### config.mk
export PLATFORM = sky130hd
export DESIGN_NAME = logic_bist_ctrl_flat
export DESIGN_NICKNAME = d
export VERILOG_FILES = /design/src/rtl/logic_bist_pkg.sv /design/src/rtl/logic_bist_ctrl_if.sv /design/src/rtl/logic_bist_misr.sv /design/src/rtl/logic_bist_ctrl.sv /design/src/flat_wrapper.sv
export SDC_FILE = /design/constraint.sdc
export NUM_CORES = 1
export LEC_CHECK = 0
export CAP_MARGIN = 10
export CORE_MARGIN = 2
export CORE_UTILIZATION = 25
export DETAILED_ROUTE_END_ITERATION = 12
export PLACE_DENSITY = 0.44
export SYNTH_ARGS = -nofsm -noshare
export SYNTH_HDL_FRONTEND = slang
export SYNTH_SLANG_ARGS = --single-unit
### constraint.sdc
create_clock -name clk -period 2.5 [get_ports clk]
set_input_delay 0.75 -clock clk [delete_from_list [all_inputs] [get_ports clk]]
set_output_delay 0.75 -clock clk [all_outputs]
set_load 0.1 [all_outputs]
### src/rtl/logic_bist_pkg.sv
// Shared types and constants for the logic BIST controller and its optional MISR.
// The MISR is only instantiated when LOGIC_BIST_MISR_EN is defined.
package logic_bist_pkg;

   typedef enum logic [1:0] {
      IDLE   = 2'd0,
      SETTLE = 2'd1,
      CHECK  = 2'd2,
      DONE   = 2'd3
   } state_t;

   // x^8 + x^6 + x^5 + x^4 + 1, with the x^8 term implied by the shift-out bit
   localparam logic [7:0] MISR_POLY = 8'h71;
   localparam logic [7:0] MISR_SEED = 8'hFF;

endpackage

### src/rtl/logic_bist_ctrl_if.sv
// Bundle between the BIST controller (master) and the CUT/user side (slave).
// The sig signature port exists only when LOGIC_BIST_MISR_EN is defined.
interface logic_bist_ctrl_if #(
   parameter int N_IN  = 3,
   parameter int CNT_W = 4
);
   logic              start;
   logic              f_in;
   logic [N_IN-1:0]   vec_out;
   logic              busy;
   logic              done;
   logic              pass;
   logic [CNT_W-1:0]  err_cnt;
   logic              first_fail_vld;
   logic [N_IN-1:0]   first_fail_vec;
`ifdef LOGIC_BIST_MISR_EN
   logic [7:0]        sig;
`endif

`ifdef LOGIC_BIST_MISR_EN
   modport master (
      input  start, f_in,
      output vec_out, busy, done, pass, err_cnt, first_fail_vld, first_fail_vec, sig
   );
   modport slave (
      output start, f_in,
      input  vec_out, busy, done, pass, err_cnt, first_fail_vld, first_fail_vec, sig
   );
`else
   modport master (
      input  start, f_in,
      output vec_out, busy, done, pass, err_cnt, first_fail_vld, first_fail_vec
   );
   modport slave (
      output start, f_in,
      input  vec_out, busy, done, pass, err_cnt, first_fail_vld, first_fail_vec
   );
`endif

endinterface

### src/rtl/logic_bist_misr.sv
// 8-bit multiple-input signature register; f_in response bits enter at bit 0.
// Instantiated by logic_bist_ctrl only under LOGIC_BIST_MISR_EN.
module logic_bist_misr
   import logic_bist_pkg::*;
(
   input  logic       clk,
   input  logic       rst_n,
   input  logic       load,
   input  logic       shift_en,
   input  logic       din,
   output logic [7:0] sig
);

   // NOTE: sequential state uses non-blocking assignments so every flop samples pre-edge values.
   always_ff @(posedge clk or negedge rst_n) begin
      if (!rst_n) begin
         sig <= MISR_SEED;
      end else if (load) begin
         sig <= MISR_SEED;
      end else if (shift_en) begin
         sig <= {sig[6:0], din} ^ (sig[7] ? MISR_POLY : 8'h00);
      end
   end

endmodule

### src/rtl/logic_bist_ctrl.sv
// Exhaustive truth-table BIST: walks every CUT input vector, checks f_in against EXP_TT.
// Optional signature register enabled by defining LOGIC_BIST_MISR_EN.
module logic_bist_ctrl
   import logic_bist_pkg::*;
#(
   parameter int                 N_IN       = 3,
   parameter logic [2**N_IN-1:0] EXP_TT     = 8'hE8,
   parameter int                 SETTLE_CYC = 1,
   parameter int                 CNT_W      = 4
) (
   input logic                clk,
   input logic                rst_n,
   logic_bist_ctrl_if.master  bus
);

   localparam logic [3:0]       SETTLE_LOAD = 4'(SETTLE_CYC - 1);
   localparam logic [N_IN-1:0]  LAST_VEC    = '1;
   localparam logic [CNT_W-1:0] ERR_MAX     = '1;

   state_t           state_q, state_d;
   logic [N_IN-1:0]  vec_q, vec_d;
   logic [3:0]       cnt_q, cnt_d;
   logic [CNT_W-1:0] err_q, err_d;
   logic             ffv_q, ffv_d;
   logic [N_IN-1:0]  ffvec_q, ffvec_d;
   logic             accept;
   logic             mismatch;

   assign accept   = bus.start && (state_q == IDLE || state_q == DONE);
   assign mismatch = bus.f_in != EXP_TT[vec_q];

   always_ff @(posedge clk or negedge rst_n) begin
      if (!rst_n) begin
         state_q <= IDLE;
         vec_q   <= '0;
         cnt_q   <= '0;
         err_q   <= '0;
         ffv_q   <= 1'b0;
         ffvec_q <= '0;
      end else begin
         state_q <= state_d;
         vec_q   <= vec_d;
         cnt_q   <= cnt_d;
         err_q   <= err_d;
         ffv_q   <= ffv_d;
         ffvec_q <= ffvec_d;
      end
   end

   always_comb begin
      // NOTE: every target gets a default first, so no path can infer a latch.
      state_d = state_q;
      vec_d   = vec_q;
      cnt_d   = cnt_q;
      err_d   = err_q;
      ffv_d   = ffv_q;
      ffvec_d = ffvec_q;
      unique case (state_q)
         IDLE, DONE: begin
            if (accept) begin
               state_d = SETTLE;
               vec_d   = '0;
               cnt_d   = SETTLE_LOAD;
               err_d   = '0;
               ffv_d   = 1'b0;
               ffvec_d = '0;
            end
         end
         SETTLE: begin
            if (cnt_q == 4'd0) state_d = CHECK;
            else               cnt_d   = cnt_q - 4'd1;
         end
         CHECK: begin
            if (mismatch) begin
               if (err_q != ERR_MAX) err_d = err_q + 1'b1;
               if (!ffv_q) begin
                  ffv_d   = 1'b1;
                  ffvec_d = vec_q;
               end
            end
            // The last vector parks vec_out so the run never wraps back to 0
            if (vec_q == LAST_VEC) begin
               state_d = DONE;
            end else begin
               state_d = SETTLE;
               vec_d   = vec_q + 1'b1;
               cnt_d   = SETTLE_LOAD;
            end
         end
         default: state_d = IDLE;
      endcase
   end

   assign bus.vec_out        = vec_q;
   assign bus.busy           = (state_q == SETTLE) || (state_q == CHECK);
   assign bus.done           = (state_q == DONE);
   assign bus.pass           = (state_q == DONE) && (err_q == '0);
   assign bus.err_cnt        = err_q;
   assign bus.first_fail_vld = ffv_q;
   assign bus.first_fail_vec = ffvec_q;

`ifdef LOGIC_BIST_MISR_EN
   logic_bist_misr u_misr (
      .clk      (clk),
      .rst_n    (rst_n),
      .load     (accept),
      .shift_en (state_q == CHECK),
      .din      (bus.f_in),
      .sig      (bus.sig)
   );
`endif

endmodule

### src/flat_wrapper.sv
// flat-port wrapper written by rule: the top's interface ports become plain ports
module logic_bist_ctrl_flat import logic_bist_pkg::*;
#(
   parameter int                 N_IN       = 3,
   parameter logic [2**N_IN-1:0] EXP_TT     = 8'hE8,
   parameter int                 SETTLE_CYC = 1,
   parameter int                 CNT_W      = 4
)
  (clk, rst_n, bus_start, bus_f_in, bus_vec_out, bus_busy, bus_done, bus_pass, bus_err_cnt, bus_first_fail_vld, bus_first_fail_vec);
  logic_bist_ctrl_if #(.N_IN(N_IN), .CNT_W(CNT_W)) bus_i ();
  input logic clk;
  input logic rst_n;
  input wire logic [$bits(bus_i.start)-1:0] bus_start;
  input wire logic [$bits(bus_i.f_in)-1:0] bus_f_in;
  output wire logic [$bits(bus_i.vec_out)-1:0] bus_vec_out;
  output wire logic [$bits(bus_i.busy)-1:0] bus_busy;
  output wire logic [$bits(bus_i.done)-1:0] bus_done;
  output wire logic [$bits(bus_i.pass)-1:0] bus_pass;
  output wire logic [$bits(bus_i.err_cnt)-1:0] bus_err_cnt;
  output wire logic [$bits(bus_i.first_fail_vld)-1:0] bus_first_fail_vld;
  output wire logic [$bits(bus_i.first_fail_vec)-1:0] bus_first_fail_vec;
  assign bus_i.start = bus_start;
  assign bus_i.f_in = bus_f_in;
  assign bus_vec_out = bus_i.vec_out;
  assign bus_busy = bus_i.busy;
  assign bus_done = bus_i.done;
  assign bus_pass = bus_i.pass;
  assign bus_err_cnt = bus_i.err_cnt;
  assign bus_first_fail_vld = bus_i.first_fail_vld;
  assign bus_first_fail_vec = bus_i.first_fail_vec;
  logic_bist_ctrl #(.N_IN(N_IN), .EXP_TT(EXP_TT), .SETTLE_CYC(SETTLE_CYC), .CNT_W(CNT_W)) u_core (.clk(clk), .rst_n(rst_n), .bus(bus_i));
endmodule
==> results of run 1 <==
layout make-up:
| cell class | count | area [um^2] | share of cell area |
|---|---|---|---|
| well taps | 54 | 67.6 | 0.0440 |
| clock buffers | 4 | 45.0 | 0.0294 |
| multi-input cells | 93 | 744 | 0.485 |
| repair buffers | 20 | 195 | 0.127 |
| flip-flops and latches | 17 | 435 | 0.284 |
| inverters | 11 | 46.3 | 0.0302 |
cells by family after synthesis:
family	count (synthesis)
adder cells (fa/ha/maj)	10
AO/OA/AOI/OAI	32
flip-flops	17
buffers and inverters	14
XOR/XNOR	1
multiplexers	4
AND/OR/NAND/NOR	46
sequential cells by signal (all words and copies together) (netlist names):
| register | cells |
|---|---|
| u_core.bus.first_fail_vec | 3 |
| u_core.bus.err_cnt | 4 |
| u_core.bus.first_fail_vld | 1 |
| u_core.state_q | 2 |
| u_core.bus.vec_out | 3 |
| u_core.cnt_q | 4 |
metrics by stage:
| stage | power (mW) | hold WS, ns |
|---|---|---|
| floorplan | 1.28 | 0.454 |
| finish | 1.80 | 0.521 |
| global placement | 1.58 | 0.502 |
| global route | 1.91 | 0.554 |
| CTS | 1.82 | 0.526 |
| detailed placement | 1.60 | 0.510 |
power breakdown:
part	internal, mW	switching, mW
Sequential	0.343	0.0892
Combinational	0.383	0.777
Clock	0.113	0.0957
Total	0.840	0.962
routing by layer:
metal  share of wire  vias up  global-route usage
met2            0.50        8               0.196
met5               0        -                   0
met4          0.0067        0              0.0370
met1            0.48      508               0.149
met3           0.014        2              0.0221
li1                -      506                   -
worst min-delay path, stage by stage (launching register included):
cell and delay [ns]:
dfrtp_1 0.36, nand2_1 0.07, o211ai_2 0.06
placed cells by master (no fill, tap or decap), drive strengths merged:
cell           Yosys  routed
a22o               5       5
or4                2       2
o22ai              2       2
nand4b             4       4
nand3b             1       1
clkdlybuf4s50      0       3
o311ai             1       1
mux2i              4       4
o22a               1       1
nor4bb             1       1
o32ai              2       2
nand2b             3       3
a21o               1       1
buf                2      17
nor2               1       1
a21oi              5       5
nand2             10      10
clkbuf             1       4
o211ai             3       3
o21ai              7       7
dfrtp             17      17
o31ai              2       2
nor3               3       3
and4               1       1
nor3b              1       1
xnor2              1       1
nand4              4       4
or3                2       2
nor2b              3       3
and2               3       3
inv               11      11
and3b              1       1
ha                10      10
nand3              5       5
and3               1       1
a31oi              1       1
a41oi              2       2
worst max-delay path by stage:
stage                                                  from                           endpoint  slack [ns]  cells after the start
final                         u_core.state_q[0]$_DFFE_PN0P_                           bus_busy        0.23                      4
after global routing          u_core.state_q[0]$_DFFE_PN0P_                           bus_busy        0.14                      4
after detailed placement                           bus_f_in  u_core.bus.err_cnt[1]$_DFFE_PN0P_        0.16                      4
after CTS                     u_core.state_q[0]$_DFFE_PN0P_                           bus_busy        0.22                      4
after floorplan           u_core.bus.err_cnt[1]$_DFFE_PN0P_                           bus_pass       -0.21                      3
after global placement                             bus_f_in  u_core.bus.err_cnt[1]$_DFFE_PN0P_        0.24                      4
synthesized netlist by cell type (2+ instances only):
master    count  area share
dfrtp_1      17        0.36
inv_1        11       0.035
ha_1         10        0.11
nand2_1      10       0.032
a21oi_1       5       0.021
a22o_1        5       0.037
nand3_1       5       0.021
o21ai_0       5       0.021
mux2i_1       4       0.034
nand4_1       4       0.021
nand4b_1      4       0.030
and2_4        3       0.022
nand2b_1      3       0.016
nor2b_1       3       0.016
nor3_1        3       0.013
a41oi_1       2       0.015
buf_2         2      0.0084
o211ai_2      2       0.021
o21ai_1       2      0.0084
o22ai_1       2       0.011
o31ai_1       2       0.013
o32ai_1       2       0.015
==> impl_metrics.yaml, run 1 <==
placement:
  gp_congestion: 0.783
  dpl_cell_area_um2: 1490
  place_ws_ns: 0.163
  hpwlAfterDp_um: 2280
  port-buffer-count: 17
  dp_cells: 195
synth:
  synth_cell_types: 40
  synthMuxAreaShare: 0.0338
  synthFlopType: "dfrtp_1"
  synth_area_per_cell_um2: 9.56
  synthesis.nets: 138
  synth-simple-area-share: 0.247
  synth_adder_area_share: 0.106
  async_reset_ff_frac: 1.00
  synth_compound_area_frac: 0.201
  syn_inst: 124
  synth_xor_area_frac: 0.00739
  synth_edf_count: 0
  synth_seq_area_share: 0.359
  ys_ff_latch: 17
  yosysWarnings: 0
  synthesis.area_um2: 1180
  synth_top_family_by_area: "simple AND/OR/NAND/NOR gates"
floorplanning:
  io_pins: 18
  core_um2: 4660
  rows: 25
  dieArea_um2: 5310
  die_y_um: 72.8
  die_w_um: 72.8
  initial_utilization: 0.254
timing:
  finalSetupViolCount: 0
  fin_crit_ns: 2.27
  setup_ws_ns: 0.231
  fin_setup_tns_ns: 0
  rsz0062_at_grt: "false"
  final_max_slew_viol_count: 0
  fin_crit_sh: 0.907
  tightestPinTransition_ns: 0.588
  slew_headroom: 0.607
  fin_worst_skew_ns: 0.00326
  hold_violations: 0
  clock.fmax_mhz: 441
pwr:
  p_per_area_nw_per_um2: 1170
  p_leak_nw: 0.663
  vdd_drop_max_uv: 411
clock_network:
  postCtsSetupBuffers: 0
  tritoncts: "built"
  cts-resized-gates: 0
  htreeDepth: 1
  cts_sinks: 17
  clkSlewWorstSetupHoldPaths_ns: 0.07
  clk_latency_ns: 0.25
  numCtsBuffers: 3
  clock_path_buffers: 2
  cts_root_buffer: "clkbuf_8"
  hold_buffers: 0
critical_path:
  cp-end-kind: "output port"
  reg2reg_to: "u_core.bus.err_cnt[0]$_DFFE_PN0P_"
  worstSetupPathType: "reg2out"
  cp_max_fo: 6
  rr_startpoint: "u_core.bus.vec_out[0]$_DFFE_PN0P_"
  crit_top_cell: "inv_1"
  critPathMaxStageDelay_ns: 0.45
  path_cells: "inv_1 > ha_1 > inv_1 > buf_12"
  slowest_stage: "dfrtp_1"
  critPathBufInv: 3
  crit_family: "flip-flops"
  crit_arrival_ns: 1.52
  reg2regPathDepth: 6
  rrSetupSlack_ns: 0.59
  crit_path_start_kind: "flop"
  cp.required_ns: 1.75
detailed_routing:
  drc: 0
  detail-route-antenna-nets: 0
  vias_per_cell: 5.15
  first_pass_iters: 3
  avgRoutedWirePerCell_um: 14.9
  vias: 1024
  wl_um: 2970
  drtIter0Drc: 41
global_route:
  overflow: 0
  grt_antenna_before_repair: 0
  grt_max_degree: 23
  grt_pass1_wl_um: 4800
  grt_pass1_vias: 1035
  track_usage: 0.116
finish:
  n_antenna_cell: 0
  finalInstanceArea_um2: 1530
  final.fill_count: 480
  stdcell_count: 199
  syn_to_final_growth_pct: 29.5
  final_nets: 160
  drive_gt1_frac: 0.262
  final_util: 0.329
hold_path:
  hp-start: "u_core.bus.first_fail_vec[1]$_DFFE_PN0P_"
  min_to: "u_core.bus.first_fail_vec[1]$_DFFE_PN0P_"
  hold_class: "reg2reg"
  hold_depth: 2
job:
  drv_cap: 0
outcome:
  status: "finished clean"
Power figures use the tool's default switching activity.
==> run 2: changes to the inputs <==
--- a/config.mk
+++ b/config.mk
@@ -9,6 +9,7 @@
 export CORE_MARGIN = 2
 export CORE_UTILIZATION = 25
 export DETAILED_ROUTE_END_ITERATION = 12
+export HOLD_SLACK_MARGIN = 0.12
 export PLACE_DENSITY = 0.44
 export SYNTH_ARGS = -nofsm -noshare
 export SYNTH_HDL_FRONTEND = slang
==> results of run 2 <==
The final DEF is identical to that of run 1; final timing and power are the same.
